**src/rtl/timer_ctrl.sv**
```systemverilog
// timer_ctrl: control FSM and shadow registers for a prescaled time base.
// Owns the auto-reload and prescale values (preload + active copies), raises
// an update event on counter wrap or cmd_reset, and sequences the time base
// through IDLE / RUN / CLEAR.
// Optional feature: define TIMER_CTRL_OPM_EN to honour the opm input
// (one-pulse mode). Without it opm is accepted but ignored.
module timer_ctrl #(
  parameter int BITS_WIDTH = 32
) (
  input  logic                  clk,
  input  logic                  n_rst,
  input  logic                  cmd_start,
  input  logic                  cmd_stop,
  input  logic                  cmd_reset,
  input  logic                  opm,
  input  logic                  arpe,
  input  logic                  arr_we,
  input  logic [BITS_WIDTH-1:0] arr_wdata,
  input  logic                  psc_we,
  input  logic [BITS_WIDTH-1:0] psc_wdata,
  input  logic [BITS_WIDTH-1:0] tcnt,
  input  logic [BITS_WIDTH-1:0] nxt_tcnt,
  output logic                  tc_en,
  output logic                  tc_rst,
  output logic [BITS_WIDTH-1:0] tarr,
  output logic [BITS_WIDTH-1:0] tpsc,
  output logic                  uev,
  output logic                  uif,
  input  logic                  uif_clr,
  output logic [1:0]            state
);

  typedef enum logic [1:0] {
    IDLE  = 2'b00,
    RUN   = 2'b01,
    CLEAR = 2'b10
  } state_t;

  state_t                st;
  state_t                st_nxt;
  logic                  wrap;
  logic                  upd;
  logic                  opm_act;
  logic [BITS_WIDTH-1:0] arr_pre;
  logic [BITS_WIDTH-1:0] psc_pre;

  assign state = st;

`ifdef TIMER_CTRL_OPM_EN
  assign opm_act = opm;
`else
  logic unused_opm;
  assign unused_opm = opm;
  assign opm_act    = 1'b0;
`endif

  // Wrap detection and update-event condition
  always_comb begin
    wrap = tc_en & (tcnt == tarr) & (nxt_tcnt == '0);
    upd  = wrap | cmd_reset;
  end

  // Next-state decode; cmd_reset beats cmd_stop beats cmd_start
  always_comb begin
    st_nxt = st;
    if (cmd_reset) begin
      st_nxt = CLEAR;
    end else if (cmd_stop) begin
      st_nxt = IDLE;
    end else begin
      case (st)
        IDLE:    st_nxt = cmd_start ? RUN : IDLE;
        RUN:     st_nxt = (wrap && opm_act) ? CLEAR : RUN;
        CLEAR:   st_nxt = cmd_start ? RUN : IDLE;
        default: st_nxt = IDLE;
      endcase
    end
  end

  // State register with time-base controls registered from the next state
  always_ff @(posedge clk) begin
    if (!n_rst) begin
      st     <= IDLE;
      tc_en  <= 1'b0;
      tc_rst <= 1'b0;
    end else begin
      st     <= st_nxt;
      tc_en  <= (st_nxt == RUN);
      tc_rst <= (st_nxt == CLEAR);
    end
  end

  // Preload and active reload/prescale registers; same-cycle writes bypass
  // the preload so an update event picks up the new value immediately
  always_ff @(posedge clk) begin
    if (!n_rst) begin
      arr_pre <= '1;
      psc_pre <= '0;
      tarr    <= '1;
      tpsc    <= '0;
    end else begin
      if (arr_we) arr_pre <= arr_wdata;
      if (psc_we) psc_pre <= psc_wdata;
      if (upd) begin
        tarr <= arr_we ? arr_wdata : arr_pre;
        tpsc <= psc_we ? psc_wdata : psc_pre;
      end else if (arr_we && !arpe) begin
        tarr <= arr_wdata;
      end
    end
  end

  // Registered update-event pulse
  always_ff @(posedge clk) begin
    if (!n_rst) uev <= 1'b0;
    else        uev <= upd;
  end

  // Sticky update flag; a set in the same cycle as a clear wins
  always_ff @(posedge clk) begin
    if (!n_rst)       uif <= 1'b0;
    else if (uev)     uif <= 1'b1;
    else if (uif_clr) uif <= 1'b0;
  end

endmodule

```
**config.mk**
```make
export PLATFORM = sky130hd
export DESIGN_NAME = timer_ctrl
export DESIGN_NICKNAME = d
export VERILOG_FILES = /design/src/rtl/timer_ctrl.sv
export SDC_FILE = /design/constraint.sdc
export NUM_CORES = 1
export LEC_CHECK = 0
export ABC_AREA = 1
export CAP_MARGIN = 20
export CORE_UTILIZATION = 48
export CTS_BUF_LIST = sky130_fd_sc_hd__clkbuf_8
export DETAILED_ROUTE_END_ITERATION = 16
export PLACE_DENSITY = 0.9
export SYNTH_ARGS = -nofsm -noshare
export SYNTH_HDL_FRONTEND = slang
export SYNTH_SLANG_ARGS = --single-unit
```
**constraint.sdc**
```tcl
create_clock -name clk -period 1.7 [get_ports clk]
set_clock_uncertainty 0.05 [all_clocks]
set_input_delay 0.17 -clock clk [delete_from_list [all_inputs] [get_ports clk]]
set_output_delay 0.17 -clock clk [all_outputs]
set_load 0.03 [all_outputs]
```
## Yosys cells after proc, flatten, opt, wreduce, memory -nomap -nowiden

Index checks and enable logic that the tools add are counted.

- Register bits after elaboration: 134
- Logic and storage cells: 34
- Input bits: 138

- Eq/ne operators: 5
- Bitwise operators: 3
- Reductions and logical operators: 7
- Muxes and demuxes: 10

Operator list:

| cell | number |
|---|---|
| 2-to-1 mux 32 bit | 4 |
| equality test 32 bit | 1 |
| logical NOT 32 bit | 1 |
| equality test 2 x 1 -> 1 bit (second input constant) | 2 |
| equality test 2 bit (second input constant) | 2 |
| 2-to-1 mux 1 bit | 4 |
| nonzero test 2 bit | 2 |
| bitwise AND 1 bit | 2 |
| logical NOT 2 bit | 1 |
| 2-to-1 mux 2 bit | 1 |
| case mux 1 bit (2 select lines) | 1 |
| OR reduction 2 bit | 1 |
| logical AND 1 bit | 1 |
| logical NOT 1 bit | 1 |
| bitwise OR 1 bit | 1 |

## Logic depth before layout (Yosys ltp)

- Depth after elaboration: 6
- Gate-level depth with buffers: 15
- Mapped depth without buffers: 13

## Worst setup path before layout

OpenSTA, ideal clock, no wires.

- Kind: register to register
- Start point: register tarr[21]
- End point: register tarr[10]
- Slack: -0.046 ns
- Stages on the path, launching flop included: 16
- Arrival: 1.562 ns
- Clock period less this slack: 1.746 ns
- Cells stage by stage: dfxtp_1 > inv_1 > nand2_1 > nand2_1 > inv_1 > nand2_1 > nor2_1 > nand2_1 > nor2_1 > nand3_1 > nand2_1 > buf_6 > buf_6 > nand2_1 > nand2_1 > nand3_1

- Cells in the longest elaborated chain, start to end: 5
- Elaborated cells on any way between the ends: 6
- Those cells by class: eq/ne: 1; mux: 1; bitwise: 3; reduce/logical: 1

Ends and longest elaborated chain:

| element | RTL line | source |
|---|---|---|
| start, declared | 25 | `output logic [BITS_WIDTH-1:0] tarr,` |
| start signal, assigned | 105 | `tarr <= arr_we ? arr_wdata : arr_pre;` |
| start signal, assigned | 108 | `tarr <= arr_wdata;` |
| equality test 32 bit * | 59 | `wrap = tc_en & (tcnt == tarr) & (nxt_tcnt == '0);` |
| bitwise AND 1 bit * (2 in series) | 59 |  |
| bitwise OR 1 bit * | 60 | `upd = wrap \| cmd_reset;` |
| 2-to-1 mux 32 bit / nonzero test 2 bit (equally long branches) | n/a |  |

Mark *: on every way between the ends. The rest lies on a longest branch, timed or not.
A chain may end at the register's enable or synchronous reset.

## Worst setup path after layout

- Start point: register tarr[11]
- End point: register tpsc[3]

- Cells in the longest elaborated chain, start to end: 4

Ends and longest elaborated chain:

| element | RTL line | source |
|---|---|---|
| equality test 32 bit | 59 |  |
| bitwise AND 1 bit (2 in series) | 59 |  |
| bitwise OR 1 bit | 60 |  |
| end signal, assigned | 106 | `tpsc <= psc_we ? psc_wdata : psc_pre;` |
| end, declared | 26 | `output logic [BITS_WIDTH-1:0] tpsc,` |

No other way between the ends.

==> results_dict.tcl <==
set metrics [dict create \
    maxCapViolations 0 \
    cts_root_buffer "clkbuf_8" \
    finalWeightedCongestion 0.8585 \
    drc_errors 0 \
    die_area_sq_um 13520 \
    switchingPower_mw 2.395 \
    wl_um 19200 \
    ioPinCount 208 \
    relSlewSlack_pct 74.54 \
    start_kind "flop" \
    pwr-share-comb_pct 22.0 \
    fmax_mhz 518.0 \
    area_delta_synth_final_pct 54.16 \
    path_clk_slew_ns 0.08 \
    num_vias 6729 \
    hold_depth 3 \
    core_area_sq_um 12670 \
    violations "negative setup slack" \
    cts.sinks 133 \
    critical_path_class "reg2reg" \
    initial_utilization_pct 49.46 \
    synth_area_sq_um 6267 \
    drtPass1Iterations 6 \
    grt_util_all_layers_pct 26.38 \
    ys.flop_type "dfxtp_1" \
    htree_levels 4 \
    drt_iter0_drc 542 \
    ys_async_sr_fraction_pct 0 \
    synth.distinct_cells 21 \
    timing_max_transition_violations_final 0 \
    synth_edf_count 0 \
    viasPerCell 5.040 \
    cp.arrival_ns 2.23 \
    port_buffers 206 \
    fin_setup_tns_ns -10.40 \
    fin_crit_ns 1.931 \
    die_x_um 116.3 \
    final_min_period_over_clock_period_pct 113.6 \
    synth_fp_nets 1055 \
    seq_area_sq_um 2703 \
    cp_data_required_time_ns 2.00 \
    synth_seq_cells 133 \
    final_antenna_net_count 0 \
    multi_input_area_sq_um 3087 \
    utilization_pct 76.25 \
    p_leak_nw 4.891 \
    avgSynthCellArea_sq_um 6.835 \
    grt_max_degree 68 \
    yosys_warnings 0 \
    vdd_drop_max_mv 0.8825 \
    nNetsFinal 1288 \
    hold_buffers 0 \
    antenna_found_initial 0 \
    finalSetupViolCount 65 \
    cts_buffers 17 \
    synth_cells 917 \
    pwr-share-clk_pct 36.0 \
    die_y_um 116.3 \
    p_sw_share_pct 29.15 \
    antennaDiodeCount 0 \
    rsz0062_at_grt "yes" \
    ys_seq_area_share_pct 42.48 \
    routedWlPerCell_um 14.38 \
    power_frac_seq_pct 42.0 \
    grt_pass1_vias 6093 \
    finalWorstSetupSlack_ns -0.2306 \
    rr_worst_depth 15 \
    cts_buffer_depth 2 \
    cts_tree "done" \
    drive_above_1_share_pct 15.91 \
    final_cell_area_sq_um 9662 \
    crit_fanout 8 \
    dp_hpwl_um 12250 \
    gr-total-overflow 0 \
    rows 41 \
    status "finished with violations" \
    power.internal_mw 5.822 \
    hold_viol 0 \
    endpoint_kind "flop" \
    tightest_slew_ns 0.3713 \
    nFillCells 889 \
    place_area_sq_um 8815 \
    min_path_type "in2reg" \
    clkLatencyLatePin_ns 0.44 \
    powerDensity_nw_per_um2 850.5 \
    grt_pass1_wl_um 28030 \
]
cells in the mapped netlist, types with 2 or more instances:
cell type / instances / area [sq um]
buf_1: 2 / 7.510
buf_2: 13 / 65.06
buf_6: 7 / 78.83
clkbuf_1: 33 / 123.9
dfxtp_1: 133 / 2663
inv_1: 138 / 518.0
inv_2: 2 / 7.510
mux2i_1: 32 / 320.3
nand2_1: 247 / 927.1
nand3_1: 68 / 340.3
nand4_1: 33 / 206.5
nor2_1: 127 / 476.7
nor3_1: 2 / 10.01
o21ai_0: 34 / 170.2
o21bai_1: 32 / 240.2
xnor2_1: 7 / 61.31
xor2_1: 3 / 26.28
logic make-up after synthesis:
kind of cell	count (synthesis)	share of synthesized area, %
AND/OR/NAND/NOR	479	31.48
flip-flops	133	42.48
buffers and inverters	196	12.90
multiplexers	32	5.111
XOR/XNOR	10	1.398
AO/OA/AOI/OAI	67	6.628
critical path, stage by stage, from the launching register on:
cell       delay, ns
dfxtp_2         0.36
inv_1           0.05
nand2_1         0.05
nand2_1         0.07
inv_2           0.06
nand2_2         0.05
nor2_2          0.12
nand2_1         0.09
nor2_2          0.17
nand3_4         0.13
nand2_4         0.12
buf_12          0.14
inv_8           0.05
clkbuf_16       0.18
nor2_4          0.11
nor2_1          0.04
layer usage:
metal / share of wire, % / GRT usage (%) / vias to the layer above
li1: - / - / 3289
met3: 9.1 / 8.251 / 48
met4: 1.9 / 9.060 / 0
met5: 0 / 0 / -
met2: 49 / 45.56 / 296
met1: 40 / 30.81 / 3096
final timing paths:
check	start	slack, ns	end
setup / recovery	tarr[11]	-0.23	tpsc[3]
hold / removal	n_rst	0.13	arr_pre[5]
setup reg to reg	tarr[11]	-0.23	tpsc[3]
hold reg to reg	arr_pre[15]	0.41	arr_pre[15]
final cells by class:
class                   instances  area share, %
clock buffers                  18          2.564
multi-input cells             588          31.95
inverters                     140          5.517
well taps                     172          2.227
flip-flops and latches        133          27.97
clock inverters                14          2.059
repair buffers                270          27.71
state kept, by name (all words and copies together) (netlist names):
| signal | count |
|---|---|
| tc_rst | 1 |
| state | 2 |
| uev | 1 |
| uif | 1 |
| tarr | 32 |
| arr_pre | 32 |
| psc_pre | 32 |
| tpsc | 32 |
power groups by stage:
| stage | logic (mW) | clock network (mW) | registers, mW |
|---|---|---|---|
| global route | 1.96 | 3.14 | 3.47 |
| floorplan | 0.677 | 0 | 3.74 |
| CTS | 1.67 | 2.99 | 3.45 |
| global placement | 1.69 | 0 | 3.52 |
| detailed placement | 1.73 | 0 | 3.52 |
| finish | 1.81 | 2.96 | 3.45 |
stage by stage:
step	std cells	setup WS [ns]	hold WS (ns)	power [mW]
5_1_grt	1335	-0.3386	0.1179	8.579
2_1_floorplan	917	0.001171	0.1899	4.412
6_report	1335	-0.2306	0.1277	8.217
3_3_place_gp	1294	-0.4551	0.3887	5.207
4_1_cts	1328	-0.1498	0.1063	8.113
3_5_place_dp	1294	-0.5105	0.3953	5.255
repair_timing:
| item | in CTS | in global routing |
|---|---|---|
| pin swaps | 4 | 24 |
| gates cloned | 0 | 5 |
| resized for setup | 77 | 89 |
| buffers inserted | 2 | 2 |
| endpoints found under the setup margin | 132 | 68 |
cells in the final DEF (no fill, tap or decap), types with 33 or more instances in the layout:
master and count:
buf_4 45, clkdlybuf4s50_1 133, dfxtp_1 107, dlygate4sd2_1 67
inv_1 134, nand2_1 234, nand3_1 62, nand4_1 33
nor2_1 92, o21ai_0 34
Power figures use the tool's default switching activity.
==> RTL edit 1 (same settings) <==
Put one more register stage on the output `tarr`, cleared by the reset. The value now appears one clock later. The other outputs are not delayed to match.
--- a/src/rtl/timer_ctrl.sv
+++ b/src/rtl/timer_ctrl.sv
@@ -36,6 +36,8 @@
     CLEAR = 2'b10
   } state_t;
 
+  logic [BITS_WIDTH-1:0] tarr_s0;
+
   state_t                st;
   state_t                st_nxt;
   logic                  wrap;
@@ -56,7 +58,7 @@
 
   // Wrap detection and update-event condition
   always_comb begin
-    wrap = tc_en & (tcnt == tarr) & (nxt_tcnt == '0);
+    wrap = tc_en & (tcnt == tarr_s0) & (nxt_tcnt == '0);
     upd  = wrap | cmd_reset;
   end
 
@@ -96,16 +98,16 @@
     if (!n_rst) begin
       arr_pre <= '1;
       psc_pre <= '0;
-      tarr    <= '1;
+      tarr_s0 <= '1;
       tpsc    <= '0;
     end else begin
       if (arr_we) arr_pre <= arr_wdata;
       if (psc_we) psc_pre <= psc_wdata;
       if (upd) begin
-        tarr <= arr_we ? arr_wdata : arr_pre;
+        tarr_s0 <= arr_we ? arr_wdata : arr_pre;
         tpsc <= psc_we ? psc_wdata : psc_pre;
       end else if (arr_we && !arpe) begin
-        tarr <= arr_wdata;
+        tarr_s0 <= arr_wdata;
       end
     end
   end
@@ -123,5 +125,13 @@
     else if (uif_clr) uif <= 1'b0;
   end
 
+  always_ff @(posedge clk) begin
+    if (!n_rst) begin
+      tarr <= '0;
+    end else begin
+      tarr <= tarr_s0;
+    end
+  end
+
 endmodule
 
Formal check against the unedited RTL: not equivalent (a bounded check fails within 4 cycles, from zero or initial values and one cycle with n_rst low).
==> RTL edit 1 against the original RTL <==
The run still ends with setup timing left; global-route usage fell by 0.17 points; area after synthesis rose by 14%; setup slack better by 0.098 ns; synthesized cell count increased by 10%; routed wire length increased by 7.2%; critical endpoint is now tpsc[9]; sequential cell count rose by 32; total power increased by 12%; cell area rose by 6.9%.
==> RTL edit 1: results (changes against the original RTL) <==
RUN_STATUS='finished with violations'
FAILED_CHECKS='setup timing'
GRT_USE_TOTAL_PCT=26.2  # -0.17 points
YOSYS-TOP-CELLS-COUNT='nand2_1 (275), inv_1 (169), dfxtp_1 (165)'
SYNTH_ENABLE_FLOP_CELLS=0  # unchanged
POST-PLACE-WS_NS=-0.529  # -0.0189 ns
DRTITER0DRC=528  # -2.6%
SYNTH_TOP_CELLS_BY_AREA='dfxtp_1 (46%), nand2_1 (14%), inv_1 (8.9%)'
SYNTHDISTINCTLIBCELLS=19  # -9.5%
VDD_IR_DROP_MAX_V=0.000494  # -44%
CP_SLOWEST_CELL='dfxtp_2'
POST-ROUTE-WORST-SETUP-SLACK_NS=-0.132  # +0.0982 ns
DETAILEDROUTE.FIRSTPASSITERATIONCOUNT=6  # unchanged
INSERTION_DELAY_NS=0.47  # +0.03 ns
SYNTH.YOSYS.SEQ_AREA_SHARE_PCT=46.2  # +3.7 points
CRIT_FANOUT=4  # -4
MAXIMUM_NUMBER_OF_PINS_ON_ONE_NET_BEFORE_GLOBAL_ROUTE_REPAIR=98  # +44%
VIAS_PER_CELL=5.01  # -0.65%
POSTSYNTHNETCOUNT=1149  # +8.9%
FIRST_GLOBAL_VIAS=6974  # +14%
PLACE_HPWL_MM=13.4  # +9.4%
SLEW_AT_THE_PIN_WITH_THE_WORST_MAX_SLEW_SLACK_NS=0.441  # +0.0693 ns
BUFFER_PORTS.INSERTED=206  # unchanged
GRT_ANTENNA_BEFORE_REPAIR=1  # +1
POST_ROUTE_CELLS_DRIVE_ABOVE_1_SHARE_PCT=10.8  # -5.1 points
SETUP_VIOL=64  # -1.5%
CTS.REPORTEDPATHS.CLKPINSLEW_NS=0.09
TNS_NS=-5.76  # +4.64 ns
GRT_FIRST_PASS_WIRELENGTH_MM=31.1  # +11%
HOLD_CLASS='in -> reg'
GP_CONGESTION=0.843  # -1.8%
TOTALWIRELENGTH_MM=20.6  # +7.2%
[RTL edit 1: cell types whose count changed in the layout (fill, tap and decap cells not counted), sizes merged, moves of 2 or more]
| cell | delta |
|---|---|
| buf | -3 |
| clkbuf | -2 |
| dfxtp | +32 |
| dlygate4sd2 | -18 |
| dlymetal6s2s | +17 |
| inv | +29 |
| nand2 | +28 |
| xnor2 | +2 |
[RTL edit 1: cells by family (layout without fill, tap and decap cells)]
group	Yosys count	after routing	synth area share, %
AOI/OAI and AO/OA	68	68	5.88
DFF	165	165	46.2
and+or+nand+nor	506	506	29.0
other	0	1	0
buffers and inverters	229	465	13.1
xor gates and xnor gates	11	11	1.35
muxes	32	32	4.48
[RTL edit 1: cell type report]
class / instances / area [sq um]
Fill cell: 1064 / 4210
Sequential cell: 165 / 3320
Multi-Input combinational cell: 617 / 3010
Timing Repair Buffer: 264 / 2680
Inverter: 169 / 634
Clock buffer: 19 / 262
Tap cell: 184 / 230
Clock inverter: 13 / 181
Antenna cell: 1 / 2.50
[RTL edit 1: final timing paths]
check / startpoint / to / depth (start not counted)
worst max-delay path: tarr_s0[23] / tpsc[9] / 15
worst max register to register: tarr_s0[23] / tpsc[9] / 15
worst min register to register: arr_pre[7] / arr_pre[7] / 2
worst min-delay path: n_rst / arr_pre[2] / 3
[RTL edit 1: repair_timing]
action,CTS,global route
gates resized for setup,72,51
gates cloned,3,1
buffers inserted,6,2
endpoints found under the hold margin,0,0
pin swaps,7,22
setup endpoints to repair,114,85
[RTL edit 1: power breakdown]
group          leakage [nW]  total (W)  switching (W)  internal [W]
combinational          4.00    0.00182       0.000979      0.000841
sequential             1.37    0.00427       0.000126       0.00414
clock                 0.221    0.00311        0.00144       0.00167
[RTL edit 1: worst min-delay path, delay by kind of cell]
family | cells | cell delay, ns
buffers and inverters | 2 | 0.32
and+or+nand+nor | 1 | 0.10
[RTL edit 1: per-stage QoR]
stage	std cells	total power [W]	hold WS, ns	util (%)	instance area [sq um]
after detailed placement	1390	0.00616	0.396	66.1	9610
after global routing	1432	0.00962	0.134	71.1	10300
after CTS	1429	0.00922	0.134	70.1	10200
final	1432	0.00920	0.138	71.1	10300
after floorplan	1011	0.00530	0.190	-	7150
after global placement	1390	0.00611	0.389	66.1	9610
[RTL edit 1: per-layer routing]
metal / part of all wire (%) / wire length (microns) / up-vias / track usage [%]
li1: - / - / 3522 / -
met1: 38 / 7880 / 3268 / 27.9
met2: 50 / 10300 / 307 / 47.0
met3: 7.4 / 1530 / 74 / 6.18
met4: 4.3 / 880 / 0 / 15.6
met5: 0 / 0 / - / 0
==> RTL edit 2 (same flow settings) <==
Without the edit above. Add a define of `TIMER_CTRL_OPM_EN`.
--- a/src/rtl/timer_ctrl.sv
+++ b/src/rtl/timer_ctrl.sv
@@ -4,6 +4,8 @@
 // through IDLE / RUN / CLEAR.
 // Optional feature: define TIMER_CTRL_OPM_EN to honour the opm input
 // (one-pulse mode). Without it opm is accepted but ignored.
+`define TIMER_CTRL_OPM_EN
+
 module timer_ctrl #(
   parameter int BITS_WIDTH = 32
 ) (
Check against the original RTL: not equivalent (Yosys sat finds a counterexample within 4 cycles, from zero or initial values and one cycle with n_rst low).
==> RTL edit 2 against the original RTL <==
Critical path depth fell by 2; setup slack got worse by 0.0078 ns; maximum frequency fell by 0.40%; sequential cell count rose by 1; largest cell class unchanged; the flow still finishes with violations (setup timing); clock power fell by 2%; area after synthesis fell by 0.20%; non-clock buffer count rose by 1; total power fell by 0.49%; critical endpoint is now tarr[19]; highest routed layer unchanged; cell area fell by 1.2%; routed wire length rose by 1.3%.
==> RTL edit 2: results (changes against the original RTL) <==
WORST_HOLD_PATH_CELL_COUNT=3  # unchanged
SYNTH_XOR_AREA_SHARE_PCT=1.40  # +0.0028 points
BUFFER_PORTS.INSERTED=207  # +0.49%
SETUP_VIOL=69  # +6.2%
WORST_R2R_PATH_DEPTH=13  # -2
POST-ROUTE-WORST-SETUP-SLACK_NS=-0.238  # -0.00778 ns
CRIT_FANOUT=25  # +17
SYNTH.YOSYS.SEQ_AREA_SHARE_PCT=42.9  # +0.41 points
CLK_PATH_BUF_DEPTH=2  # unchanged
FIRST_GLOBAL_VIAS=6449  # +5.8%
N_FILL_CELL=901  # +1.3%
GP_CONGESTION=0.870  # +1.3%
VDD_IR_DROP_MAX_V=0.000524  # -41%
VIAS_PER_CELL=5.10  # +1.2%
POST_ROUTE_CELLS_DRIVE_ABOVE_1_SHARE_PCT=16.4  # +0.50 points
CRITICAL-PATH-TOP-DELAY-FAMILY='simple AND/OR/NAND/NOR gates'
ROUTEDWLPERCELL_MICRONS=14.7  # +2.6%
SYNTH.AREA.MUX_SHARE_PCT=5.12  # +0.010 points
POSTSYNTHAREAPERCELL_SQ_UM=6.97  # +1.9%
INSERTION_DELAY_NS=0.42  # -0.02 ns
YOSYS-TOP-CELLS-COUNT='nand2_1 (237), dfxtp_1 (134), nor2_1 (111)'
CP.ARRIVAL_NS=2.18  # -0.05 ns
SYNTH_COMPOUND_AREA_SHARE_PCT=5.52  # -1.1 points
GRT_FIRST_PASS_WIRELENGTH_MM=29.5  # +5.4%
POST-PLACE-WS_NS=-0.609  # -0.0983 ns
RUN_STATUS='finished with violations'
DETAILEDROUTE.FIRSTPASSITERATIONCOUNT=5  # -1
SLEW_AT_THE_PIN_WITH_THE_WORST_MAX_SLEW_SLACK_NS=0.470  # +0.0985 ns
PLACE_HPWL_MM=13.3  # +8.4%
SYNTHDISTINCTLIBCELLS=24  # +14%
STATIC-LEAKAGE-POWER_nW=4.85  # -0.89%
FAILED_CHECKS='setup timing'
POSTSYNTHNETCOUNT=1036  # -1.8%
GRT_USE_TOTAL_PCT=27.9  # +1.5 points
DRTITER0DRC=488  # -10%
TNS_NS=-12.12  # -1.72 ns
SYNTH_TOP_CELLS_BY_AREA='dfxtp_1 (43%), nand2_1 (14%), nor2_1 (6.7%)'
MAXIMUM_NUMBER_OF_PINS_ON_ONE_NET_BEFORE_GLOBAL_ROUTE_REPAIR=65  # -4.4%
FINALNONFILLERCELLS=1318  # -1.3%
==> RTL edit 2: changes by cell type after synthesis, moves of 5 or more <==
| cell | delta |
|---|---|
| buf_6 | +5 |
| o21bai_1 | -32 |
| nor2_1 | -16 |
| nand2_1 | -10 |
| o21ai_0 | +11 |
| buf_2 | -6 |
| nor2_2 | +30 |
| o21ai_1 | +21 |
| inv_1 | -29 |
==> RTL edit 2: worst paths after layout <==
path | from | slack [ns] | end
worst min-delay path | n_rst | 0.15 | arr_pre[14]
worst min register to register | arr_pre[10] | 0.41 | arr_pre[10]
worst max-delay path | tarr[11] | -0.24 | tarr[19]
worst max register to register | tarr[11] | -0.24 | tarr[19]
==> RTL edit 2: power breakdown <==
group,switching [W],internal (W),leakage [nW],total [W]
clock network,0.00130,0.00159,0.221,0.00289
registers,0.000107,0.00336,1.10,0.00347
logic,0.000976,0.000840,3.52,0.00182
total,0.00238,0.00580,4.85,0.00818
==> RTL edit 2: area by class of cell <==
class	instances	area, sq um	area share, %
Clock buffer	20	275	2.88
Clock inverter	12	161	1.69
Inverter	110	429	4.49
Multi-Input combinational cell	599	3010	31.5
Sequential cell	134	2730	28.6
Tap cell	172	215	2.25
Timing Repair Buffer	271	2730	28.6
==> RTL edit 2: logic make-up (layout without fill, tap and decap cells) <==
logic type,count (synthesis),count (layout)
AND/OR/NAND/NOR,487,488
buffers and inverters,166,413
flip-flops,134,134
AO/OA/AOI/OAI,69,69
multiplexers,32,32
XOR/XNOR,10,10
==> RTL edit 2: through the flow <==
| step | hold WS, ns | util, % | instance area [sq um] | power, W |
|---|---|---|---|---|
| 5_1_grt | 0.144 | 75.4 | 9550 | 0.00855 |
| 4_1_cts | 0.116 | 73.5 | 9310 | 0.00815 |
| 6_report | 0.149 | 75.4 | 9550 | 0.00818 |
| 2_1_floorplan | 0.261 | - | 6300 | 0.00445 |
| 3_3_place_gp | 0.389 | 69.1 | 8760 | 0.00524 |
| 3_5_place_dp | 0.397 | 69.1 | 8760 | 0.00529 |
==> RTL edit 2: timing repair <==
action / CTS / global route
gates resized for setup: 62 / 61
hold buffers: 0 / 0
pin swaps: 1 / 16
endpoints found under the setup margin: 108 / 92
gates cloned: 2 / 3
setup buffers: 7 / 3
==> RTL edit 2: worst register-to-register path: cells and delay by family, from the launching register on <==
family        cells  cell delay [ns]
buf+inv           3             0.35
flops             1             0.36
simple gates     10             1.04
==> RTL edit 2: metal layers <==
metal	part of all wire [%]	track usage [%]	wire length, microns	vias to the layer above
met2	49	49.4	9580	309
li1	-	-	-	3266
met4	4.6	16.3	902	0
met5	0	0	0	-
met1	38	31.0	7470	3090
met3	7.6	5.81	1480	60
